<file path="config.mk">
export PLATFORM = sky130hd
export DESIGN_NAME = fetch_sequencer
export DESIGN_NICKNAME = d
export VERILOG_FILES = /design/src/rtl/kgp_fetch_pkg.sv /design/src/rtl/fetch_sequencer.sv
export SDC_FILE = /design/constraint.sdc
export NUM_CORES = 1
export LEC_CHECK = 0
export ABC_AREA = 0
export BUFFER_PORTS_ARGS = -buffer_cell sky130_fd_sc_hd__clkbuf_2
export CAP_MARGIN = 15
export CORE_ASPECT_RATIO = 1.5
export CORE_MARGIN = 2
export CORE_UTILIZATION = 52
export DETAILED_ROUTE_END_ITERATION = 7
export PLACE_DENSITY = 0.86
export SYNTH_ARGS = -nofsm -noshare
export SYNTH_HDL_FRONTEND = slang
export SYNTH_SLANG_ARGS = --single-unit
</file>
<file path="constraint.sdc">
create_clock -name clk -period 2.7 [get_ports clk]
set_input_delay 0.54 -clock clk [delete_from_list [all_inputs] [get_ports clk]]
set_output_delay 0.54 -clock clk [all_outputs]
set_load 0.03 [all_outputs]
</file>
<file path="src/rtl/kgp_fetch_pkg.sv">
// -----------------------------------------------------------------------------
// kgp_fetch_pkg
//
// Purpose:
//   Shared definitions for the KGP_RISC instruction-fetch front end.
//
// Contents:
//   fetch_state_e      - fetch sequencer control state {FETCH, HALTED}
//   HALT_WORD_DEFAULT  - instruction encoding that stops fetch
//   RESET_PC_DEFAULT   - first word address fetched after reset
// -----------------------------------------------------------------------------
package kgp_fetch_pkg;

    // FETCH : issuing one read per cycle unless stalled or redirected.
    // HALTED: a halt word was captured; nothing is issued until a redirect.
    typedef enum logic {
        FETCH  = 1'b0,
        HALTED = 1'b1
    } fetch_state_e;

    localparam logic [31:0] HALT_WORD_DEFAULT = 32'hFFFF_FFFF;
    localparam int unsigned RESET_PC_DEFAULT  = 0;

endpackage : kgp_fetch_pkg

</file>
<file path="src/rtl/fetch_sequencer.sv">
// -----------------------------------------------------------------------------
// fetch_sequencer
//
// Purpose:
//   Initiator side of the instruction-fetch interface. Generates the word
//   address driven to a synchronous-read instruction memory (1-cycle latency),
//   captures the returned word into an output register and presents it to
//   decode. Handles branch/jump redirects and halt-word detection.
//
// Ports:
//   clk            in   single clock, all state updates on posedge
//   rst            in   synchronous active-high reset
//   pc             out  address to the instruction memory
//   instruction    in   memory data, equals mem[pc of previous cycle]
//   ir             out  instruction presented to decode
//   ir_pc          out  word address of ir
//   ir_valid       out  ir / ir_pc valid
//   ir_ready       in   decode accepts ir this cycle
//   redirect_valid in   branch/jump taken: flush and refetch from redirect_pc
//   redirect_pc    in   redirect target
//   halted         out  high while the sequencer is in HALTED
//   retire_count   out  number of ir_valid && ir_ready handshakes (wraps)
//
// Handshake:
//   ir/ir_pc transfer to decode on any rising edge where ir_valid && ir_ready.
//   While ir_valid is high and ir_ready is low, ir, ir_pc and ir_valid hold
//   their values; ir_valid never depends combinationally on ir_ready.
//   A redirect (or reset) withdraws ir_valid; a transfer that completes in the
//   redirect cycle is still counted.
// -----------------------------------------------------------------------------
module fetch_sequencer
    import kgp_fetch_pkg::*;
#(
    parameter int unsigned           PC_WIDTH  = 32,
    parameter logic [PC_WIDTH-1:0]   RESET_PC  = PC_WIDTH'(RESET_PC_DEFAULT),
    parameter logic [31:0]           HALT_WORD = HALT_WORD_DEFAULT
) (
    input  logic                clk,
    input  logic                rst,
    output logic [PC_WIDTH-1:0] pc,
    input  logic [31:0]         instruction,
    output logic [31:0]         ir,
    output logic [PC_WIDTH-1:0] ir_pc,
    output logic                ir_valid,
    input  logic                ir_ready,
    input  logic                redirect_valid,
    input  logic [PC_WIDTH-1:0] redirect_pc,
    output logic                halted,
    output logic [PC_WIDTH-1:0] retire_count
);

    localparam logic [PC_WIDTH-1:0] PC_ONE = PC_WIDTH'(1);

    // -------------------------------------------------------------------------
    // State
    // -------------------------------------------------------------------------
    fetch_state_e          state_q,      state_d;
    logic [PC_WIDTH-1:0]   fetch_pc_q,   fetch_pc_d;    // next address to issue
    logic                  mem_valid_q,  mem_valid_d;   // read in flight, data on instruction now
    logic [PC_WIDTH-1:0]   mem_pc_q,     mem_pc_d;      // address of that read
    logic [31:0]           ir_q,         ir_d;
    logic [PC_WIDTH-1:0]   ir_pc_q,      ir_pc_d;
    logic                  ir_valid_q,   ir_valid_d;
    logic [PC_WIDTH-1:0]   retire_q,     retire_d;

    // Per-cycle control terms
    logic stall;       // decode is holding the current ir
    logic issue;       // a new read is launched this cycle
    logic capture;     // the in-flight read is loaded into ir this cycle
    logic handshake;   // decode takes ir this cycle

    always_comb begin
        stall     = ir_valid_q && !ir_ready;
        issue     = (state_q == FETCH) && !stall && !redirect_valid;
        capture   = mem_valid_q && !stall && !redirect_valid;
        handshake = ir_valid_q && ir_ready;
    end

    // -------------------------------------------------------------------------
    // Memory address. While stalled the memory re-reads the held word so the
    // data is still on instruction when the stall releases.
    // -------------------------------------------------------------------------
    always_comb begin
        if (stall && mem_valid_q) begin
            pc = mem_pc_q;
        end else begin
            pc = fetch_pc_q;
        end
    end

    // -------------------------------------------------------------------------
    // Next-state logic
    // -------------------------------------------------------------------------
    always_comb begin
        state_d     = state_q;
        fetch_pc_d  = fetch_pc_q;
        mem_valid_d = mem_valid_q;
        mem_pc_d    = mem_pc_q;
        ir_d        = ir_q;
        ir_pc_d     = ir_pc_q;
        ir_valid_d  = ir_valid_q;
        retire_d    = retire_q;

        // Counted independently of redirect so a transfer in the redirect
        // cycle is not lost.
        if (handshake) begin
            retire_d = retire_q + PC_ONE;
        end

        if (redirect_valid) begin
            // Flush everything in flight and restart at the target; this is
            // also the only way out of HALTED.
            ir_valid_d  = 1'b0;
            mem_valid_d = 1'b0;
            fetch_pc_d  = redirect_pc;
            state_d     = FETCH;
        end else begin
            // Fetch side
            if (issue) begin
                fetch_pc_d  = fetch_pc_q + PC_ONE;
                mem_valid_d = 1'b1;
                mem_pc_d    = fetch_pc_q;
            end else if (!stall) begin
                mem_valid_d = 1'b0;
            end

            // Output register side
            if (capture) begin
                ir_d       = instruction;
                ir_pc_d    = mem_pc_q;
                ir_valid_d = 1'b1;
                if (instruction == HALT_WORD) begin
                    // The halt word itself is delivered; the read issued in
                    // this same cycle is discarded.
                    state_d     = HALTED;
                    mem_valid_d = 1'b0;
                end
            end else if (handshake) begin
                ir_valid_d = 1'b0;
            end
        end
    end

    // -------------------------------------------------------------------------
    // State register
    // -------------------------------------------------------------------------
    always_ff @(posedge clk) begin
        if (rst) begin
            state_q     <= FETCH;
            fetch_pc_q  <= RESET_PC;
            mem_valid_q <= 1'b0;
            mem_pc_q    <= '0;
            ir_q        <= '0;
            ir_pc_q     <= '0;
            ir_valid_q  <= 1'b0;
            retire_q    <= '0;
        end else begin
            state_q     <= state_d;
            fetch_pc_q  <= fetch_pc_d;
            mem_valid_q <= mem_valid_d;
            mem_pc_q    <= mem_pc_d;
            ir_q        <= ir_d;
            ir_pc_q     <= ir_pc_d;
            ir_valid_q  <= ir_valid_d;
            retire_q    <= retire_d;
        end
    end

    // -------------------------------------------------------------------------
    // Outputs
    // -------------------------------------------------------------------------
    assign ir           = ir_q;
    assign ir_pc        = ir_pc_q;
    assign ir_valid     = ir_valid_q;
    assign halted       = (state_q == HALTED);
    assign retire_count = retire_q;

endmodule : fetch_sequencer
</file>
==> results_dict.tcl, run 1 <==
set metrics [dict create \
    yosys.area.top_type_share 0.4618 \
    timing.slew.headroom 0.3413 \
    total_power_w 0.005572 \
    crit_family "buffers and inverters" \
    dp_hpwl_um 14100 \
    proportion_of_layout_cells_with_a_drive_suffix_above_1 0.2756 \
    tritoncts_num_sinks 163 \
    final_util 0.6624 \
    tritoncts "yes" \
    detail_route.wirelength_um 19440 \
    filler_cell_count 1134 \
    drv.max_cap_violation_count 0 \
    crit_path_max_incr_delay_ns 0.38 \
    critical_path.max_fanout 18 \
    cp_cell_sequence "nor2b_4 -> buf_4 -> nand2_1 -> buf_4 -> mux2_2 -> clkbuf_2" \
    final-max-slew-violation-count 0 \
    max_fclk_mhz 388.9 \
    grt_first_pass_wirelength_um 31190 \
    wire_per_inst_um 15.73 \
    design.die.area_um2 14560 \
    path_class "flop to output port" \
    start_util 0.5273 \
    area_delta_synth_final_pct 25.64 \
    worst-endpoint-arrival_ns 2.03 \
    cts.path.max_buffers 2 \
    critPathMostFrequentCell "sky130_fd_sc_hd__buf_4" \
    diodes 0 \
    worstSkewPairLatency_ns 0.42 \
    setup_viol 0 \
    postSynthRegisterBits 163 \
    netlist_area_before_placement_um2 7067 \
    via_per_inst 5.596 \
    fin_clk_skew_ns 0.005367 \
    placeableCoreArea_um2 13400 \
    multi_input_area_um2 3538 \
    first_global_vias 6414 \
    seq_area_um2 3264 \
    drt_first_pass_iters 5 \
    grt_max_degree 73 \
    finalCriticalPeriod_ns 2.571 \
    synth_nets 947 \
    antenna_found_initial 0 \
    clock_tree.root_cell "sky130_fd_sc_hd__clkbuf_16" \
    synthFlopType "sky130_fd_sc_hd__dfxtp_1" \
    synthCells 877 \
    grt.total_usage 0.2644 \
    rsz0062_at_grt "no" \
    finalNonFillerCells 1236 \
    cpMaxStageDelayCell "sky130_fd_sc_hd__mux2_2" \
    yosys.cell_types.count 43 \
    dieWidth_um 99.19 \
    p_leak_nw 3.553 \
    synth_edf_count 0 \
    synth_area_leaders "sky130_fd_sc_hd__dfxtp_1, sky130_fd_sc_hd__nand2_1, sky130_fd_sc_hd__a21oi_1" \
    worst_ir_drop_on_vdd_uv 407.1 \
    worstPathBufferInverterCount 3 \
    detail_route.iter0.violations 359 \
    total_placed_cells_including_tap_cells 1204 \
    syn-mean-instance-area_um2 8.058 \
    std_cell_rows 52 \
    pwr_density_cell_nw_per_um2 627.6 \
    run_status "completed" \
    synth-seq-area-share 0.4618 \
    port_buffers 197 \
    cts-htree-levels 4 \
    tritoncts.num_buffers 17 \
    number_of_synthesis_warnings 0 \
    die_height_um 146.8 \
    synth_area_leader_cell "sky130_fd_sc_hd__dfxtp_1" \
    final_net_count 1131 \
    hold_violations 0 \
    clkSlewWorstSetupHoldPaths_ns 0.06 \
    routed-wl-met3_um 1282 \
    hold_path.class "primary input to flop" \
    met1_wire_length_um 7432 \
    final_antenna_net_count 0 \
    critical_path_capture_point_type "output port" \
    postCtsHoldBufs 0 \
    globalplace.congestion 0.8883 \
    ios 198 \
    cts.repair_timing.setup_buffer_count 0 \
    grt_overflow 0 \
    vias 6917 \
    required_time_worst_endpoint_ns 2.16 \
    crit_path_start_kind "flop" \
    setup_total_negative_slack_ns 0 \
    synth_async_sr_flop_share 0 \
    routed-wl-met2_um 9931 \
    drc 0 \
    finalCritPeriodShare 0.9524 \
    maxUsedRoutingLayer "met4" \
    tightestPinTransition_ns 0.9827 \
]
-- routing by layer --
metal	vias up	GRT usage
li1	3396	-
met1	3201	0.3055
met2	258	0.4561
met3	62	0.05947
met4	0	0.1301
met5	-	0
-- registers in the layout, summed over array words and instances (netlist names) --
signal,count
halted,1
ir_valid,1
fetch_pc_q,32
ir_pc,32
mem_pc_q,32
mem_valid_q,1
retire_count,32
ir,32
-- worst paths after layout --
kind	from	to	slack, ns	depth (start not counted)
min	instruction[27]	ir[27]$_SDFFE_PP0P_	0.35	3
max reg2reg	fetch_pc_q[1]$_SDFFE_PP0P_	fetch_pc_q[30]$_SDFFE_PP0P_	0.16	6
min reg2reg	ir[11]$_SDFFE_PP0P_	ir[11]$_SDFFE_PP0P_	0.45	2
max	ir_valid$_SDFFE_PP0P_	pc[20]	0.13	6
-- power breakdown --
| part | leakage (nW) | switching [W] | internal (W) | total, W |
|---|---|---|---|---|
| clock | 0.293 | 0.00101 | 0.00147 | 0.00248 |
| sequential | 1.33 | 0.0000845 | 0.00248 | 0.00257 |
| combinational | 1.93 | 0.000338 | 0.000186 | 0.000524 |
-- what timing repair did --
| action | 4_1_cts | 5_1_grt |
|---|---|---|
| endpoints found under the hold margin | 0 | 0 |
| endpoints found under the setup margin | 18 | 30 |
| gates resized for setup | 1 | 2 |
-- synth_stat cells, drive strengths merged (15+ instances only) --
cell type  instances
a21oi            105
clkbuf            47
dfxtp            163
mux2              32
nand2            233
nand3             18
nand4             26
nor2              54
nor4              18
o21ai             15
xnor2             24
xor2              19
-- layout make-up --
cell class,instances,share of cell area
timing repair buffer,225,0.1378
tap,162,0.02283
sequential,163,0.3677
inverter,11,0.004651
multi-input combinational,643,0.3985
clock inverter,14,0.02015
clock buffer,18,0.04834
-- per-stage QoR --
step	hold WS, ns	area (um2)	setup slack, ns
floorplan	0.4427	7067	0.1592
global placement	0.4408	8262	0.1842
CTS	0.3421	8872	0.06061
global route	0.3512	8879	0.02929
finish	0.3507	8879	0.1286
detailed placement	0.4484	8262	0.1158
-- kinds of logic after synthesis --
group | count (synthesis) | share of synthesized area
AOI/OAI and AO/OA | 158 | 0.1275
xor gates and xnor gates | 43 | 0.05329
adders and majority gates | 2 | 0.003541
DFF | 163 | 0.4618
and+or+nand+nor | 407 | 0.2615
buffers and inverters | 71 | 0.04001
muxes | 33 | 0.05241
-- worst min-delay path: stages --
cell and delay [ns]:
sky130_fd_sc_hd__clkbuf_2 0.09, sky130_fd_sc_hd__nand2_1 0.05, sky130_fd_sc_hd__a21oi_1 0.05
-- cell usage in the layout (no fill, tap or decap), drive strengths merged, types with 3 or more instances in the layout --
cell / count
clkbuf: 214
a211oi: 14
and2: 4
a21oi: 105
a31oi: 3
nor3b: 3
and3: 6
or4: 9
mux2: 32
or3: 14
nor4: 18
xor2: 19
nor2: 54
nand3: 18
buf: 29
xnor2: 24
clkinv: 6
o21ai: 15
dfxtp: 163
o31ai: 4
nand4: 26
bufinv: 3
inv: 14
a311oi: 10
nand2: 233
and4: 7
nor3: 9
(Power assumes the default switching activity.)
==> inputs of run 2 (changes only) <==
--- a/config.mk
+++ b/config.mk
@@ -5,12 +5,12 @@
 export SDC_FILE = /design/constraint.sdc
 export NUM_CORES = 1
 export LEC_CHECK = 0
-export ABC_AREA = 0
+export ABC_AREA = 1
 export BUFFER_PORTS_ARGS = -buffer_cell sky130_fd_sc_hd__clkbuf_2
 export CAP_MARGIN = 15
 export CORE_ASPECT_RATIO = 1.5
 export CORE_MARGIN = 2
-export CORE_UTILIZATION = 52
+export CORE_UTILIZATION = 53
 export DETAILED_ROUTE_END_ITERATION = 7
 export PLACE_DENSITY = 0.86
 export SYNTH_ARGS = -nofsm -noshare
==> run 2 against run 1 <==
Against the previous run: critical path depth is 1 lower; die area is 7.3% higher; via count is 18% higher; final cell count is 24% higher; setup slack better by 0.12 ns.
==> results_dict.tcl, run 2 <==
set metrics [dict create \
    run_status "completed" \
    synthTopCellsByCount "sky130_fd_sc_hd__nand2_1, sky130_fd_sc_hd__nor2_1, sky130_fd_sc_hd__dfxtp_1, sky130_fd_sc_hd__o21ai_0, sky130_fd_sc_hd__inv_1" \
    cts.path.max_buffers 2 \
    ios 198 \
    wire_per_inst_um 14.83 \
    worst_ir_drop_on_vdd_uv 405.2 \
    yosys.cell_count.top_type "sky130_fd_sc_hd__nand2_1" \
    die_height_um 152.1 \
    switching_share 0.2980 \
    post_dp_cell_area_um2 8895 \
    worst-endpoint-arrival_ns 1.91 \
    globalplace.congestion 0.9631 \
    final_net_count 1396 \
    required_time_worst_endpoint_ns 2.16 \
    placeableCoreArea_um2 14390 \
    final_area_um2 9523 \
    fin_clk_skew_ns 0.01347 \
    critical_path_capture_point_type "output port" \
    grt.total_usage 0.2932 \
    drc 0 \
    p_sw_w 0.001732 \
    synthCells 1147 \
    tightestPinTransition_ns 0.6725 \
    drt_first_pass_iters 5 \
    postSynthRegisterBits 163 \
    dp_slack_ns 0.5033 \
    pwr_density_cell_nw_per_um2 610.2 \
    tritoncts.num_buffers 17 \
    detail_route.wirelength_um 22770 \
    first_global_vias 7557 \
    area_delta_synth_final_pct 22.96 \
    synth_area_leaders "sky130_fd_sc_hd__dfxtp_1, sky130_fd_sc_hd__nand2_1, sky130_fd_sc_hd__nor2_1" \
    worstSkewPairLatency_ns 0.43 \
    total_power_w 0.005811 \
    critical_path.max_fanout 9 \
    yosys.area.top_type_share 0.4213 \
    synth_edf_count 0 \
    start_util 0.5382 \
    synth_nets 1217 \
    cellInternalPower_w 0.004079 \
    synth_async_sr_flop_share 0 \
    layout.cells.most_common_list "sky130_fd_sc_hd__nand2_1, sky130_fd_sc_hd__nor2_1, sky130_fd_sc_hd__clkbuf_2, sky130_fd_sc_hd__dfxtp_1, sky130_fd_sc_hd__o21ai_0" \
    dp_hpwl_um 16980 \
    sequential_power_share 0.448 \
    syn-mean-instance-area_um2 6.752 \
    std_cell_rows 54 \
    grt_max_degree 74 \
    tritoncts "yes" \
    postLayoutSetupSlackWorst_ns 0.2532 \
    grt_first_pass_wirelength_um 36170 \
    netlist_area_before_placement_um2 7745 \
    crit_path_start_kind "flop" \
    hold_violations 0 \
    max_fclk_mhz 408.7 \
    seq_area_um2 3263 \
    yosys.cell_types.count 39 \
    filler_cell_count 1348 \
    vias 8175 \
    clock_tree.root_cell "sky130_fd_sc_hd__clkbuf_16" \
    final-max-slew-violation-count 0 \
    final_antenna_net_count 0 \
    design.die.area_um2 15620 \
    proportion_of_layout_cells_with_a_drive_suffix_above_1 0.2054 \
    finalCritPeriodShare 0.9062 \
    synth-seq-area-share 0.4213 \
    diodes 0 \
    rsz0062_at_grt "no" \
    dieWidth_um 102.7 \
    timing.slew.headroom 0.5506 \
    cts-htree-levels 4 \
    setup_total_negative_slack_ns 0 \
    multi_input_area_um2 3822 \
    clkSlewWorstSetupHoldPaths_ns 0.08 \
    finalCriticalPeriod_ns 2.447 \
    port_buffers 197 \
    number_of_synthesis_warnings 0 \
    most_common_cell_after_layout_fill_and_taps_aside "sky130_fd_sc_hd__nand2_1" \
    synthFlopType "sky130_fd_sc_hd__dfxtp_1" \
    power.clock.fraction 0.434 \
    antenna_found_initial 0 \
    holdWs_ns 0.3621 \
    share_comb_of_total_power 0.118 \
    synth_area_leader_cell "sky130_fd_sc_hd__dfxtp_1" \
    detail_route.iter0.violations 419 \
    cts.repair_timing.setup_buffer_count 0 \
    postCtsHoldBufs 0 \
    setup_viol 0 \
    p_leak_nw 4.119 \
    cts_resized 0 \
    via_per_inst 5.326 \
    path_class "flop to output port" \
    drv.max_cap_violation_count 0 \
    grt_overflow 0 \
    tritoncts_num_sinks 163 \
    hold_path.class "primary input to flop" \
]
==> run 2: power groups by stage <==
stage	sequential (W)	combinational [W]	clock, W
6_report	0.00260	0.000687	0.00252
2_1_floorplan	0.00273	0.000357	0
5_1_grt	0.00261	0.000750	0.00266
3_3_place_gp	0.00265	0.000669	0
3_5_place_dp	0.00265	0.000682	0
4_1_cts	0.00260	0.000685	0.00255
==> run 2: per-layer routing <==
layer | GRT usage | vias up | part of all wire
met1 | 0.3229 | 3684 | 0.37
met3 | 0.05520 | 71 | 0.060
li1 | - | 4075 | -
met5 | 0 | - | 0
met2 | 0.5117 | 345 | 0.51
met4 | 0.1670 | 0 | 0.056
==> run 2: metrics by stage <==
| stage | utilization | instances |
|---|---|---|
| floorplan | - | 1147 |
| global placement | 0.6181 | 1503 |
| detailed placement | 0.6181 | 1503 |
| CTS | 0.6617 | 1535 |
| global route | 0.6617 | 1535 |
| finish | 0.6617 | 1535 |
==> run 2: cells by family (layout without fill, tap and decap cells) <==
family	Yosys count	count (layout)	share of synthesized area
DFF	163	163	0.4213
adders and majority gates	2	2	0.003231
xor gates and xnor gates	14	14	0.01583
buffers and inverters	169	361	0.08611
and+or+nand+nor	558	558	0.3094
AOI/OAI and AO/OA	241	241	0.1641
==> run 2: worst max-delay path: stages, from the launching register on <==
cell and delay, ns:
sky130_fd_sc_hd__dfxtp_1 0.43, sky130_fd_sc_hd__nand2_2 0.16, sky130_fd_sc_hd__nor2_4 0.12, sky130_fd_sc_hd__inv_1 0.14, sky130_fd_sc_hd__o21ai_0 0.35, sky130_fd_sc_hd__clkbuf_2 0.28
==> run 2: area by class of cell <==
type / count / share of cell area
clock buffer: 17 / 0.04467
tap: 196 / 0.02575
timing repair buffer: 212 / 0.1180
inverter: 117 / 0.04625
clock inverter: 15 / 0.02128
sequential: 163 / 0.3427
multi-input combinational: 815 / 0.4014
==> run 2: final timing paths <==
| check | from | cells after the start | endpoint | slack (ns) |
|---|---|---|---|---|
| max | ir_valid$_SDFFE_PP0P_ | 5 | pc[2] | 0.25 |
| min | instruction[23] | 3 | ir[23]$_SDFFE_PP0P_ | 0.36 |
| max reg2reg | fetch_pc_q[1]$_SDFFE_PP0P_ | 9 | fetch_pc_q[27]$_SDFFE_PP0P_ | 0.78 |
| min reg2reg | mem_pc_q[12]$_SDFFE_PP0P_ | 2 | mem_pc_q[12]$_SDFFE_PP0P_ | 0.48 |
==> inputs of run 3 (changes only) <==
--- a/config.mk
+++ b/config.mk
@@ -12,6 +12,7 @@
 export CORE_MARGIN = 2
 export CORE_UTILIZATION = 53
 export DETAILED_ROUTE_END_ITERATION = 7
+export GPL_TIMING_DRIVEN = 0
 export PLACE_DENSITY = 0.86
 export SYNTH_ARGS = -nofsm -noshare
 export SYNTH_HDL_FRONTEND = slang
==> run 3 against run 2 <==
Against the previous run: power down 0.11%; maximum frequency decreased by 8.3%; clock power decreased by 2%; register-to-register slack barely moved; sequential power about the same; global-route usage increased by 3.7 points; final cell count rose by 2.3%; final area grew 0.83%; critical path type unchanged; critical endpoint is now pc[17].
==> results_dict.tcl, run 3 (same netlist as run 2, synthesis figures left out) <==
set metrics [dict create \
    run_status "completed" \
    design.die.area_um2 15620 \
    cp_cell_sequence "nand2_2 -> nor2_1 -> clkbuf_1 -> o21ai_0 -> clkbuf_2" \
    final_net_count 1431 \
    drc 0 \
    tritoncts "yes" \
    critical_path_capture_point_type "output port" \
    max_fclk_mhz 374.9 \
    antenna_found_initial 0 \
    port_buffers 195 \
    placeableCoreArea_um2 14390 \
    clkSlewWorstSetupHoldPaths_ns 0.07 \
    timing.slew.headroom 0.5488 \
    dieWidth_um 102.7 \
    hold_path.class "primary input to flop" \
    pwr_density_cell_nw_per_um2 604.5 \
    worstSkewPairLatency_ns 0.43 \
    cpMaxStageDelayCell "sky130_fd_sc_hd__clkbuf_1" \
    clock_tree.root_cell "sky130_fd_sc_hd__clkbuf_16" \
    tritoncts_num_sinks 163 \
    most_common_cell_after_layout_fill_and_taps_aside "sky130_fd_sc_hd__nand2_1" \
    path_class "flop to output port" \
    critical_path.max_fanout 10 \
    final-max-slew-violation-count 0 \
    detail_route.iter0.violations 734 \
    setup_viol 0 \
    r2r-start "ir_valid$_SDFFE_PP0P_" \
    grt_max_degree 19 \
    diodes 0 \
    r2r-end "fetch_pc_q[23]$_SDFFE_PP0P_" \
    vias 8502 \
    crit_path_start_kind "flop" \
    drv.max_cap_violation_count 0 \
    tightestPinTransition_ns 0.6768 \
    die_height_um 152.1 \
    required_time_worst_endpoint_ns 2.16 \
    holdWs_ns 0.3615 \
    fin_clk_skew_ns 0.006876 \
    start_util 0.5382 \
    grt.total_usage 0.3307 \
    globalplace.congestion 1.017 \
    wire_per_inst_um 16.24 \
    grt_first_pass_wirelength_um 40060 \
    ios 198 \
    finalCritPeriodShare 0.9878 \
    hold_path.startpoint "instruction[23]" \
    proportion_of_layout_cells_with_a_drive_suffix_above_1 0.2009 \
    std_cell_rows 54 \
    setup_total_negative_slack_ns 0 \
    postCtsHoldBufs 0 \
    finalCriticalPeriod_ns 2.667 \
    layout.cells.most_common_list "sky130_fd_sc_hd__nand2_1, sky130_fd_sc_hd__nor2_1, sky130_fd_sc_hd__clkbuf_2, sky130_fd_sc_hd__dfxtp_1, sky130_fd_sc_hd__o21ai_0" \
    p_leak_nw 4.157 \
    grt_overflow 0 \
    worst_ir_drop_on_vdd_uv 502.9 \
    tritoncts.num_buffers 17 \
    final_antenna_net_count 0 \
    drt_first_pass_iters 7 \
    detail_route.wirelength_um 25500 \
    reg2reg_depth 8 \
    crit_path_max_incr_delay_ns 0.47 \
    hold_violations 0 \
    sink_of_the_worst_hold_path "ir[23]$_SDFFE_PP0P_" \
    first_global_vias 8159 \
    worst-endpoint-arrival_ns 2.13 \
    cts.path.max_buffers 2 \
    area_delta_synth_final_pct 23.97 \
    via_per_inst 5.415 \
    regToRegSetupSlack_ns 0.79 \
    timing.hold.worst_path_depth 3 \
    cts-htree-levels 4 \
    cts.repair_timing.setup_buffer_count 0 \
    dp_hpwl_um 19600 \
]
-- run 3: critical path: cells and delay by family, from the launching register on --
| family | cells | cell delay (ns) |
|---|---|---|
| AND/OR/NAND/NOR | 2 | 0.32 |
| buffers and inverters | 2 | 0.70 |
| AO/OA/AOI/OAI | 1 | 0.23 |
| flip-flops | 1 | 0.44 |
-- run 3: repair_timing --
item | 4_1_cts | 5_1_grt
endpoints found under the setup margin | 1 | 18
gates cloned | 0 | 0
resized for setup | 2 | 17
-- run 3: metrics by stage --
step | std cells | utilization | worst slack, ns | power [W] | area (um2)
6_report | 1570 | 0.6672 | 0.03287 | 0.005805 | 9602
5_1_grt | 1570 | 0.6672 | -0.009382 | 0.005987 | 9602
4_1_cts | 1570 | 0.6660 | 0.02231 | 0.005805 | 9584
3_5_place_dp | 1538 | 0.6230 | 0.1658 | 0.003359 | 8966
3_3_place_gp | 1538 | 0.6230 | 0.1777 | 0.003345 | 8966
2_1_floorplan | 1147 | - | 0.2872 | 0.003085 | 7745
-- run 3: worst max-delay path by stage --
stage                          start  cells after the start  endpoint
4_1_cts        ir_valid$_SDFFE_PP0P_                      7    pc[24]
3_3_place_gp                ir_ready                      9     pc[9]
6_report       ir_valid$_SDFFE_PP0P_                      5    pc[17]
3_5_place_dp                ir_ready                      9     pc[9]
2_1_floorplan  ir_valid$_SDFFE_PP0P_                      5     pc[1]
5_1_grt        ir_valid$_SDFFE_PP0P_                      7    pc[27]
-- run 3: per-layer routing --
metal / up-vias / wire length, um / global-route usage
li1: 4152 / - / -
met1: 3865 / 9151 / 0.3635
met2: 386 / 13080 / 0.5789
met3: 99 / 1825 / 0.06118
met4: 0 / 1447 / 0.1873
met5: - / 0 / 0
-- run 3: final cells by class --
type / count / area [um2]
tap: 196 / 245.2
timing repair buffer: 195 / 988.4
fill: 1331 / 4790
buffer: 52 / 236.5
sequential: 163 / 3263
inverter: 117 / 440.4
multi-input combinational: 815 / 3815
clock buffer: 17 / 425.4
clock inverter: 15 / 187.7
-- run 3: power breakdown --
part / total, W / switching, W / internal, W / leakage [nW]
Clock: 0.00248 / 0.00115 / 0.00133 / 0.298
Sequential: 0.00260 / 0.0000862 / 0.00251 / 1.33
Combinational: 0.000723 / 0.000508 / 0.000215 / 2.53
